<file path="src/rtl/stream_demux_buffered_if.sv">
// Handshake bundle for the buffered 1-to-N stream demultiplexer:
// one shared producer port plus N per-channel consumer ports.
interface stream_demux_buffered_if #(
    parameter int WIDTH = 8,
    parameter int N     = 4,
    parameter int SELW  = $clog2(N)
);
    logic                 in_valid;
    logic                 in_ready;
    logic [WIDTH-1:0]     in_data;
    logic [SELW-1:0]      in_sel;
    logic [N-1:0]         out_valid;
    logic [N-1:0]         out_ready;
    logic [N*WIDTH-1:0]   out_data;
    logic [7:0]           drop_cnt;

    modport master (
        output in_valid, in_data, in_sel, out_ready,
        input  in_ready, out_valid, out_data, drop_cnt
    );

    modport slave (
        input  in_valid, in_data, in_sel, out_ready,
        output in_ready, out_valid, out_data, drop_cnt
    );
endinterface

</file>
<file path="src/rtl/stream_demux_buffered.sv">
// Registered 1-to-N stream demultiplexer: each channel owns a single-entry
// skid-free register stage; out-of-range indices are swallowed and counted.
module stream_demux_buffered #(
    parameter  int WIDTH = 8,
    parameter  int N     = 4,
    localparam int SELW  = $clog2(N)
) (
    input  logic clk,
    input  logic rst,
    stream_demux_buffered_if.slave bus
);

    logic [N-1:0]       vld_p0;
    logic [N*WIDTH-1:0] data_p0;
    logic [7:0]         drop_p0;
    logic               in_ready;
    logic               hit;
    logic               fire;

    function automatic logic [7:0] sat_inc(input logic [7:0] v);
        return (v == 8'hFF) ? v : v + 8'd1;
    endfunction

    // Ready for a channel is free when empty or draining this cycle; unmatched indices always accept.
    always_comb begin
        in_ready = 1'b1;
        hit      = 1'b0;
        for (int i = 0; i < N; i++) begin
            if (bus.in_sel == SELW'(i)) begin
                in_ready = ~vld_p0[i] | bus.out_ready[i];
                hit      = 1'b1;
            end
        end
    end

    assign fire = bus.in_valid & in_ready;

    // Stage p0: per-channel holding register and drop counter
    always_ff @(posedge clk) begin
        if (rst) begin
            vld_p0  <= '0;
            data_p0 <= '0;
            drop_p0 <= '0;
        end else begin
            for (int i = 0; i < N; i++) begin
                if (fire && (bus.in_sel == SELW'(i))) begin
                    vld_p0[i]                  <= 1'b1;
                    data_p0[i*WIDTH +: WIDTH]  <= bus.in_data;
                end else if (vld_p0[i] && bus.out_ready[i]) begin
                    vld_p0[i] <= 1'b0;
                end
            end
            if (fire && !hit)
                drop_p0 <= sat_inc(drop_p0);
        end
    end

    assign bus.in_ready  = in_ready;
    assign bus.out_valid = vld_p0;
    assign bus.out_data  = data_p0;
    assign bus.drop_cnt  = drop_p0;

endmodule

</file>
<file path="src/flat_wrapper.sv">
// flat-port wrapper written by rule: the top's interface ports become plain ports
module stream_demux_buffered_flat 
#(
    parameter  int WIDTH = 8,
    parameter  int N     = 4,
    localparam int SELW  = $clog2(N)
)
  (clk, rst, bus_in_valid, bus_in_data, bus_in_sel, bus_out_ready, bus_in_ready, bus_out_valid, bus_out_data, bus_drop_cnt);
  stream_demux_buffered_if #(.WIDTH(WIDTH), .N(N)) bus_i ();
  input  logic clk;
  input  logic rst;
  input wire logic [$bits(bus_i.in_valid)-1:0] bus_in_valid;
  input wire logic [$bits(bus_i.in_data)-1:0] bus_in_data;
  input wire logic [$bits(bus_i.in_sel)-1:0] bus_in_sel;
  input wire logic [$bits(bus_i.out_ready)-1:0] bus_out_ready;
  output wire logic [$bits(bus_i.in_ready)-1:0] bus_in_ready;
  output wire logic [$bits(bus_i.out_valid)-1:0] bus_out_valid;
  output wire logic [$bits(bus_i.out_data)-1:0] bus_out_data;
  output wire logic [$bits(bus_i.drop_cnt)-1:0] bus_drop_cnt;
  assign bus_i.in_valid = bus_in_valid;
  assign bus_i.in_data = bus_in_data;
  assign bus_i.in_sel = bus_in_sel;
  assign bus_i.out_ready = bus_out_ready;
  assign bus_in_ready = bus_i.in_ready;
  assign bus_out_valid = bus_i.out_valid;
  assign bus_out_data = bus_i.out_data;
  assign bus_drop_cnt = bus_i.drop_cnt;
  stream_demux_buffered #(.WIDTH(WIDTH), .N(N)) u_core (.clk(clk), .rst(rst), .bus(bus_i));
endmodule
</file>
<file path="config.mk">
export PLATFORM = sky130hd
export DESIGN_NAME = stream_demux_buffered_flat
export DESIGN_NICKNAME = d
export VERILOG_FILES = /design/src/rtl/stream_demux_buffered_if.sv /design/src/rtl/stream_demux_buffered.sv /design/src/flat_wrapper.sv
export SDC_FILE = /design/constraint.sdc
export NUM_CORES = 1
export LEC_CHECK = 0
export ABC_AREA = 0
export BUFFER_PORTS_ARGS = -buffer_cell sky130_fd_sc_hd__buf_2
export CORE_MARGIN = 3
export CORE_UTILIZATION = 44
export DETAILED_ROUTE_END_ITERATION = 12
export PLACE_DENSITY_LB_ADDON = 0.15
export SETUP_SLACK_MARGIN = 0.1
export SLEW_MARGIN = 20
export SYNTH_ARGS = -nofsm -noshare
export SYNTH_HDL_FRONTEND = slang
export SYNTH_SLANG_ARGS = --single-unit
</file>
<file path="constraint.sdc">
create_clock -name clk -period 1.2 [get_ports clk]
set_input_delay 0.12 -clock clk [delete_from_list [all_inputs] [get_ports clk]]
set_output_delay 0.12 -clock clk [all_outputs]
set_load 0.01 [all_outputs]
</file>
=== After elaboration in Yosys (flattened, before gate mapping) ===
Cells that the tools add are included.

* Flip-flop bits (word level): 44
* Input bits: 17
* Output and inout port bits: 45
* Logic and storage cells: 56

* Add/subtract/negate cells: 1
* Equality and inequality tests: 4
* Multiplexer cells: 16
* Bitwise gates (word level): 10
* Reduce and logical (&&, ||, !) cells: 16

{| class="wikitable"
|+ Operators by type and width
! cell !! count
|-
| 2-to-1 mux 1 bit || 16
|-
| logical AND 1 bit || 9
|-
| adder 8 x 1 -> 8 bit, second input constant || 1
|-
| equality test 8 bit, second input constant || 1
|-
| nonzero test 2 bit || 4
|-
| NOT 1 bit || 5
|-
| equality test 2 bit, second input constant || 2
|-
| bitwise OR 1 bit || 4
|-
| equality test 2 x 1 -> 1 bit, second input constant || 1
|-
| logical NOT 2 bit || 1
|-
| AND reduction 2 bit || 1
|-
| bitwise AND 1 bit || 1
|-
| logical NOT 1 bit || 1
|}

=== Longest topological paths before layout ===
Gate-level depths: netlist of the first run.

* Word-level depth: 9
* Mapped depth: 4
* Depth with buffers taken out: 3

=== Worst setup path after synthesis of the first run ===
No wires, ideal clock.

* Path kind: register to output
* Start: register u_core.vld_p0[0] (netlist: u_core.bus.out_valid[0])
* End: output bus_in_ready
* Arrival: 1185 ps
* Required time: 1080 ps
* Setup slack: -105 ps
* Stages on the path, launching flop included: 3
* Buffers on the path: 0
* Cell sequence: dfxtp_1 > or2b_2 > mux4_2

* Longest elaborated chain between the ends: 6

{| class="wikitable"
|+ Ends and longest elaborated chain
! what !! line !! text
|-
| start, declared || stream_demux_buffered.sv:13 || <nowiki>logic [N-1:0] vld_p0;</nowiki>
|-
| start signal, assigned || stream_demux_buffered.sv:41 || <nowiki>vld_p0 <= '0;</nowiki>
|-
| start signal, assigned by index || stream_demux_buffered.sv:47 || <nowiki>vld_p0[i] <= 1'b1;</nowiki>
|-
| start signal, assigned by index || stream_demux_buffered.sv:50 || <nowiki>vld_p0[i] <= 1'b0;</nowiki>
|-
| NOT 1 bit || stream_demux_buffered.sv:30 || <nowiki>in_ready = ~vld_p0[i] | bus.out_ready[i];</nowiki>
|-
| bitwise OR 1 bit || stream_demux_buffered.sv:30 ||
|-
| 2-to-1 mux 1 bit (4 in a row) || stream_demux_buffered.sv:29 || <nowiki>if (bus.in_sel == SELW'(i)) begin</nowiki>
|-
| end, declared || flat_wrapper.sv:16 || <nowiki>output wire logic [$bits(bus_i.in_ready)-1:0] bus_in_ready;</nowiki>
|}

Every way passes these cells.

=== Worst setup path after layout of the first run ===
Ends and elaborated chain as after synthesis.

==> results of run 1 <==
-- area by class of cell --
class | instances | area [µm²] | share of cell area, %
Clock buffer | 6 | 72.6 | 3.19
Clock inverter | 2 | 35.0 | 1.54
Multi-Input combinational cell | 98 | 810 | 35.6
Sequential cell | 44 | 885 | 38.9
Tap cell | 48 | 60.1 | 2.64
Timing Repair Buffer | 70 | 410 | 18.1
-- sequential cells by signal (all words and copies together) (netlist names) --
name and count:
u_core.bus.drop_cnt 8, u_core.bus.out_data 32, u_core.bus.out_valid 4
-- kinds of logic after synthesis --
family                 after synthesis  share of synthesized area [%]
and+or+nand+nor                     61                           25.1
DFF                                 44                           51.0
buffers and inverters                9                           2.75
AOI/OAI and AO/OA                    4                           1.30
muxes                               33                           19.8
-- routing by layer --
metal | GRT usage (%) | vias to the layer above | routed length (µm)
met4 | 5.21 | 0 | 44
met1 | 18.6 | 565 | 1530
met5 | 0 | - | 0
met2 | 26.8 | 39 | 1790
met3 | 5.35 | 6 | 261
li1 | - | 632 | -
-- critical path, cell delays in order (launching register included) --
cell and delay (ns):
dfxtp_2 0.33, or2b_4 0.26, mux4_2 0.46, buf_6 0.14
-- how the worst max path moves through the flow --
stage | startpoint | endpoint | cells past startpoint
after floorplan | u_core.bus.out_valid[0]$_SDFFE_PP0P_ | bus_in_ready | 2
after global placement | u_core.bus.out_valid[0]$_SDFFE_PP0P_ | bus_in_ready | 3
after detailed placement | u_core.bus.out_valid[0]$_SDFFE_PP0P_ | bus_in_ready | 3
after CTS | u_core.bus.out_valid[0]$_SDFFE_PP0P_ | bus_in_ready | 3
after global routing | u_core.bus.out_valid[0]$_SDFFE_PP0P_ | bus_in_ready | 3
final | u_core.bus.out_valid[0]$_SDFFE_PP0P_ | bus_in_ready | 3
-- metrics by stage --
| step | hold WS (ns) | cell area [µm²] | cells | setup TNS (ns) | power, mW |
|---|---|---|---|---|---|
| 2_1_floorplan | 0.290 | 1740 | 151 | -0.0163 | 1.72 |
| 3_3_place_gp | 0.448 | 2090 | 255 | -0.0519 | 1.81 |
| 3_5_place_dp | 0.453 | 2090 | 255 | -0.0679 | 1.82 |
| 4_1_cts | 0.144 | 2230 | 265 | -1.70 | 2.92 |
| 5_1_grt | 0.173 | 2270 | 268 | -3.60 | 3.02 |
| 6_report | 0.150 | 2270 | 268 | -2.70 | 2.90 |
-- synthesized netlist by cell type (all sizes together) --
library cell  number  share of area (%)
nand4              1               0.36
mux4               1                1.3
nor2               1               0.22
dfxtp             44                 51
or3b               2                1.0
o21a               1               0.43
or2b              16                8.1
nand3b             1               0.43
a21oi              3               0.87
nand2b            30                 11
nor2b              8                2.9
buf                4                1.7
mux2i             32                 19
clkbuf             5                1.1
nand2              1               0.22
and4               1               0.58
-- power by group through the flow --
stage	clock network [mW]	registers [mW]	logic [mW]
3_3_place_gp	0	1.55	0.257
2_1_floorplan	0	1.58	0.139
3_5_place_dp	0	1.56	0.263
5_1_grt	1.19	1.53	0.304
6_report	1.10	1.52	0.276
4_1_cts	1.12	1.52	0.270
-- what timing repair did --
action                     CTS  global route
setup buffers                2             5
gates cloned                 0             0
resized for setup            4             8
pin swaps                    0             1
setup endpoints to repair   22            21
==> metrics, run 1 <==
Seq cells post-synth 44; initial antenna violation count 0; clock buffer depth 2; share of power burned in registers a little over half; Final Util roughly 60%; Core ar. 0.00372 mm²; fin crit period between 1.5 and 2 ns; Setup WS pre-CTS -0.0646 ns; Reg2Reg Launch Point u_core.bus.out_valid[0]$_SDFFE_PP0P_; Unique masters post-synth 19; clock latency on the worst-skew pair slightly below 0.3 ns; Internal Pwr Total approximately 2.3 mW; Setup-failing EPs final 10; I/O pin count between 60 and 70; Peak Freq 630 MHz; Filler cells 323; switch share 21.8%; vias in the first global route 1153; final worst slack -0.388 ns; synthesized area approximately 0.0017 mm²; hold path start bus_in_valid; WHS Endpoint u_core.bus.out_valid[2]$_SDFFE_PP0P_; Residual DRC 0; Max-Cap Viols 0; most frequent cells in the layout 60 x buf_2, 41 x dfxtp_1, 32 x mux2i_1, 29 x nand2b_1, 15 x or2b_2; Inserted Clock Buffers 5; die area approximately 0.0047 mm²; Setup CP Type reg2out; Iter 0 DRT Violations 72; # diodes 0; synth-to-layout area growth 31.5%; Max Clock Skew 0.00454 ns; unrepaired setup endpoints after global routing true; Clk pwr share a little under two fifths; crit path DAT ~1.5 ns; DR vias approximately 1200; Die Ht 68.7 µm; P_sw between 600 and 700 µW; commonest non-fill, non-tap cell in the layout buf_2; routed length per instance around 14 µm; Worst slew margin a little under nine tenths; CTS Sinks 44; DRT antenna net count 0; measured slew at the worst slew-check pin ~0.21 ns; Starting Density 46.5%; Hold Vio Cnt, Final 0; routed wire length around 3600 µm; Setup crit start kind register; Post-Syn Instances ~150; final worst path period share 132%; crit-path max FO 2; Clock Pin Slew Worst Setup and Hold Paths roughly 0.08 ns; P_leak approximately 1.2 nW; required time of the critical path about 1.1 ns; grt total ovfl 0; Hold Buf Count CTS 0; hold depth 3; status finished, violations left; num rows 22; r2r setup slk -0.29 ns; Critical R2R Capture u_core.bus.out_data[7]$_SDFFE_PP0P_; failing checks negative setup slack; Power Density approximately 1300 mW/mm²; R2R depth 7; Post-Syn Nets ~170; Hold Path Class in2reg; share of layout cells above drive strength 1 between 40% and 50%; Synthesis Warnings 0; Die W 68.7 µm; port bufs 61; CTS tree built; Via density ~4.6; first-pass GRT wire length ~5400 µm; Root Driver clkbuf_8; HPWL after detailed placement about 2500 µm; register area share after synthesis roughly 51%; combinational share of power about a tenth; crit end category primary output; syn avg cell area 11.4 µm²; Max rail drop VDD between 0.0007 and 0.0008 V; Overall Global Routing Usage 15.8%; Placer Congestion roughly 0.72; fin nets roughly 240; final max-slew violation count 0; largest net degree at the start of global routing 53; drt pass-1 iters 4; H-tree depth 2
No activity file was read; power rests on OpenSTA's default activity.
==> inputs of run 2 (changes only) <==
--- a/config.mk
+++ b/config.mk
@@ -12,4 +12,5 @@
 export DETAILED_ROUTE_END_ITERATION = 12
 export PLACE_DENSITY_LB_ADDON = 0.15
+export REMOVE_ABC_BUFFERS = 1
 export SETUP_SLACK_MARGIN = 0.1
 export SLEW_MARGIN = 20
==> constraint.sdc (replaced) <==
create_clock -name clk -period 1.2 [get_ports clk]
set_input_delay 0.06 -clock clk [delete_from_list [all_inputs] [get_ports clk]]
set_output_delay 0.06 -clock clk [all_outputs]
set_load 0.01 [all_outputs]
==> run 2 against run 1 <==
Against the previous run:
- the flow still finishes with violations (negative setup slack)
- sequential power is essentially flat
- setup slack improved by 0.050 ns
- clock skew up 0.0017 ns
==> metrics, run 2 (same netlist as run 1, synthesis figures left out) <==
status finished, violations left; failing checks negative setup slack; Filler cells roughly 330; num rows 22; unrepaired setup endpoints after global routing true; HPWL after detailed placement 2500 µm; Max Clock Skew a little over 0.006 ns; max FFs per register 32; Max-Cap Viols 0; Overall Global Routing Usage ~16%; total power between 3 and 4 mW; fin crit period about 1.5 ns; fin nets between 200 and 250; port bufs just over 60; Setup CP Type reg2out; Hold Vio Cnt, Final 0; drt pass-1 iters 2; Starting Density between 40% and 50%; Core ar. around 0.0037 mm²; Die Ht between 60 and 70 µm; Hold Path Class in2reg; Max rail drop VDD 0.00142 V; final worst path period share 128%; Multi-input gate area approximately 800 µm²; Worst slew margin approximately 86%; Via density 4.72; Peak Freq approximately 650 MHz; required time of the critical path ~1.1 ns; crit-path max FO 2; Setup crit start kind register; Hold Buf Count CTS 0; I/O pin count just over 60; DRT antenna net count 0; most frequent cells in the layout 60 x buf_2, 41 x dfxtp_1, 32 x mux2i_1, 27 x nand2b_1, 15 x or2b_2; crit end category primary output; grt total ovfl 0; synth-to-layout area growth 32.8%; share of layout cells above drive strength 1 between 40% and 50%; Die W 68.7 µm; commonest non-fill, non-tap cell in the layout buf_2; final max-slew violation count 0; Iter 0 DRT Violations 61; Final Util between 60% and 70%; Power Density between 1000 and 1500 mW/mm²; routed wire length 3500 µm; DR vias about 1200; setup TNS -0.991 ns; largest net degree at the start of global routing between 50 and 60; Residual DRC 0; final worst slack -0.338 ns; CTS Sinks 44; CTS tree built; clock buffer depth 2; FF/Latch Area between 800 and 900 µm²; Setup WS pre-CTS -0.0704 ns; Placer Congestion around 0.63; first-pass GRT wire length between 5000 and 6000 µm; routed length per instance 13.3 µm; initial antenna violation count 0; P_leak between 1 and 1.5 nW; crit path DAT 1.48 ns; Setup-failing EPs final 9; # diodes 0; H-tree depth 2; Root Driver clkbuf_8; WHS around 0.12 ns; clock latency on the worst-skew pair approximately 0.29 ns; die area about 0.0047 mm²; Inserted Clock Buffers 5; measured slew at the worst slew-check pin 0.215 ns; vias in the first global route about 1200; Clock Pin Slew Worst Setup and Hold Paths roughly 0.080 ns
==> run 2: changes by cell type in the layout (fill, tap and decap cells not counted), sizes merged <==
cell    change
clkbuf      -1
clkinv      -1
buf         -4
bufinv      +2
==> run 2: cell type report <==
| type | count | area share, % |
|---|---|---|
| well taps | 48 | 2.62 |
| clock buffers | 5 | 3.00 |
| multi-input cells | 98 | 35.7 |
| clock inverters | 3 | 3.93 |
| repair buffers | 66 | 16.2 |
| flip-flops and latches | 44 | 38.5 |
==> run 2: routing by layer <==
| metal | GRT usage [%] | wire length, µm | vias to the layer above | share of wire (%) |
|---|---|---|---|---|
| li1 | - | - | 628 | - |
| met1 | 18.2 | 1540 | 573 | 44 |
| met2 | 27.2 | 1700 | 41 | 49 |
| met3 | 4.70 | 235 | 4 | 6.7 |
| met4 | 5.21 | 23 | 0 | 0.66 |
| met5 | 0 | 0 | - | 0 |
==> run 2: timing repair <==
item                       CTS  global route
pin swaps                    0             1
gates resized for setup      8             3
setup endpoints to repair   24            27
buffers inserted             1             0
==> run 2: final timing paths <==
check	startpoint	depth (start not counted)	slack (ns)	to
max	u_core.bus.out_valid[0]$_SDFFE_PP0P_	3	-0.34	bus_in_ready
max reg2reg	u_core.bus.out_valid[0]$_SDFFE_PP0P_	5	-0.09	u_core.bus.out_data[3]$_SDFFE_PP0P_
min	bus_in_valid	3	0.12	u_core.bus.out_valid[2]$_SDFFE_PP0P_
min reg2reg	u_core.bus.drop_cnt[4]$_SDFFE_PP0P_	1	0.47	u_core.bus.drop_cnt[4]$_SDFFE_PP0P_
==> run 2: where the power goes <==
part / switching, mW / leakage (nW) / total, mW / internal (mW)
Clock: 0.477 / 0.0784 / 1.52 / 1.04
Combinational: 0.131 / 0.754 / 0.271 / 0.140
Sequential: 0.0214 / 0.358 / 1.52 / 1.50
==> run 2: worst max-delay path, stage by stage (launching register included) <==
cell and delay [ns]:
dfxtp_2 0.33, or2b_4 0.26, mux4_2 0.46, buf_6 0.14
==> run 2: metrics by stage <==
step                std cells  area (µm²)
floorplan                 142        1680
CTS                       264        2280
finish                    264        2290
global route              264        2290
global placement          255        2090
detailed placement        255        2090
==> inputs of run 3 (changes only) <==
PLACE_DENSITY = 0.81   (was not set)
PLACE_DENSITY_LB_ADDON = not set   (was 0.15)
==> run 3 against run 2 <==
Against the previous run:
- the run still ends with negative setup slack left
- power is 18% lower
- wire length is 4.8% lower
- critical path depth stayed put
- largest cell class unchanged
- register-to-register slack better by 0.04 ns
- first-iteration DRC count is 25% higher
- critical path type unchanged
- clock power is 40% lower
- sequential share of layout area is 1.2 points higher
- largest power group unchanged
- non-clock buffer count is 1 higher
==> metrics, run 3 (same netlist as run 1, synthesis figures left out) <==
DRT antenna net count 0; Reg2Reg Launch Point u_core.bus.out_valid[0]$_SDFFE_PP0P_; required time of the critical path 1.14 ns; routed length per instance between 10 and 15 µm; P_sw between 600 and 700 µW; fin crit period roughly 1.5 ns; Via density around 4.6; crit path DAT 1.47 ns; Setup crit start kind register; status finished, violations left; Internal Pwr Total between 2 and 2.5 mW; combinational share of power about a tenth; Clk pwr share about a third; Inserted Clock Buffers 5; H-tree depth 2; # diodes 0; synth-to-layout area growth 28.7%; HPWL after detailed placement 2320 µm; Placer Congestion 0.628; Hold Vio Cnt, Final 0; Max-Cap Viols 0; commonest non-fill, non-tap cell in the layout buf_2; Setup-failing EPs final 9; total power ~2.7 mW; Clock Pin Slew Worst Setup and Hold Paths roughly 0.080 ns; grt total ovfl 0; Iter 0 DRT Violations between 70 and 80; switch share 22.5%; routed wire length 3340 µm; final worst slack -0.327 ns; Worst Setup SP u_core.bus.out_valid[0]$_SDFFE_PP0P_; hold path start bus_in_valid; Starting Density 46.5%; max FFs per register 32; DR vias 1214; post-route non-filler standard cell count ~270; Die Ht 68.7 µm; CTS Sinks 44; share of power burned in registers a little under three fifths; WHS ~0.11 ns; Root Driver clkbuf_8; dpl cells between 200 and 300; first-pass GRT wire length ~5300 µm; Residual DRC 0; final worst path period share 127%; clock buffer depth 2; initial antenna violation count 0; I/O pin count 62; fin nets 233; P_leak 1.16 nW; unrepaired setup endpoints after global routing true; Multi-input gate area between 800 and 900 µm²; final max-slew violation count 0; Overall Global Routing Usage around 15%; measured slew at the worst slew-check pin between 0.15 and 0.2 ns; CTS tree built; crit end category primary output; largest net degree at the start of global routing 53; vias in the first global route roughly 1100; clock latency on the worst-skew pair 0.29 ns; port bufs 61; die area ~0.0047 mm²; drt pass-1 iters 4; Max rail drop VDD about 0.00076 V; FF/Latch Area roughly 880 µm²; Die W slightly below 70 µm; Setup WS pre-CTS -0.0522 ns; share of layout cells above drive strength 1 45.2%; Final Util 59.9%; failing checks negative setup slack; Max Clock Skew between 0.003 and 0.004 ns; Setup CP Type reg2out; Worst slew margin about 87%; Power Density 1220 mW/mm²; Filler cells 340; crit-path max FO 2; Hold Path Class in2reg; num rows 22; Core ar. 0.00372 mm²; Peak Freq approximately 660 MHz; most frequent cells in the layout 60 x buf_2, 41 x dfxtp_1, 32 x mux2i_1, 28 x nand2b_1, 15 x or2b_2
-- run 3: worst paths after layout --
check,to,slack [ns],depth (start not counted)
worst max-delay path,bus_in_ready,-0.33,3
worst min-delay path,u_core.bus.out_valid[2]$_SDFFE_PP0P_,0.11,3
worst max register to register,u_core.bus.out_data[4]$_SDFFE_PP0P_,-0.05,5
worst min register to register,u_core.bus.drop_cnt[5]$_SDFFE_PP0P_,0.47,1
-- run 3: area by class of cell --
class / instances / area share [%]
Sequential cell: 44 / 39.8
Clock buffer: 6 / 3.71
Timing Repair Buffer: 67 / 16.9
Tap cell: 48 / 2.70
Multi-Input combinational cell: 98 / 36.4
Clock inverter: 2 / 0.450
-- run 3: layer usage --
metal	global-route usage, %	wire length (µm)	up-vias
met5	0	0	-
li1	-	-	622
met3	6.16	350	6
met2	24.0	1370	51
met4	5.21	39	0
met1	19.6	1570	535
-- run 3: per-stage QoR --
step / instance area [µm²] / TNS, ns
after global routing: 2220 / -1.22
after CTS: 2220 / -0.676
after global placement: 2100 / -0.0338
after floorplan: 1680 / -0.246
after detailed placement: 2100 / -0.0540
final: 2220 / -0.635
-- run 3: worst max-delay path: stages, from the launching register on --
cell and delay [ns]:
dfxtp_2 0.33, or2b_4 0.26, mux4_2 0.46, buf_6 0.14
-- run 3: power groups by stage --
| stage | combinational, mW | clock, mW | sequential [mW] |
|---|---|---|---|
| finish | 0.268 | 0.918 | 1.52 |
| global route | 0.298 | 1.02 | 1.53 |
| detailed placement | 0.263 | 0 | 1.56 |
| global placement | 0.262 | 0 | 1.55 |
| floorplan | 0.117 | 0 | 1.58 |
| CTS | 0.270 | 0.964 | 1.52 |
-- run 3: repair_timing --
item | 4_1_cts | 5_1_grt
endpoints found under the setup margin | 23 | 23
pin swaps | 0 | 1
gates resized for setup | 7 | 2
setup buffers | 1 | 0
hold buffers | 0 | 0
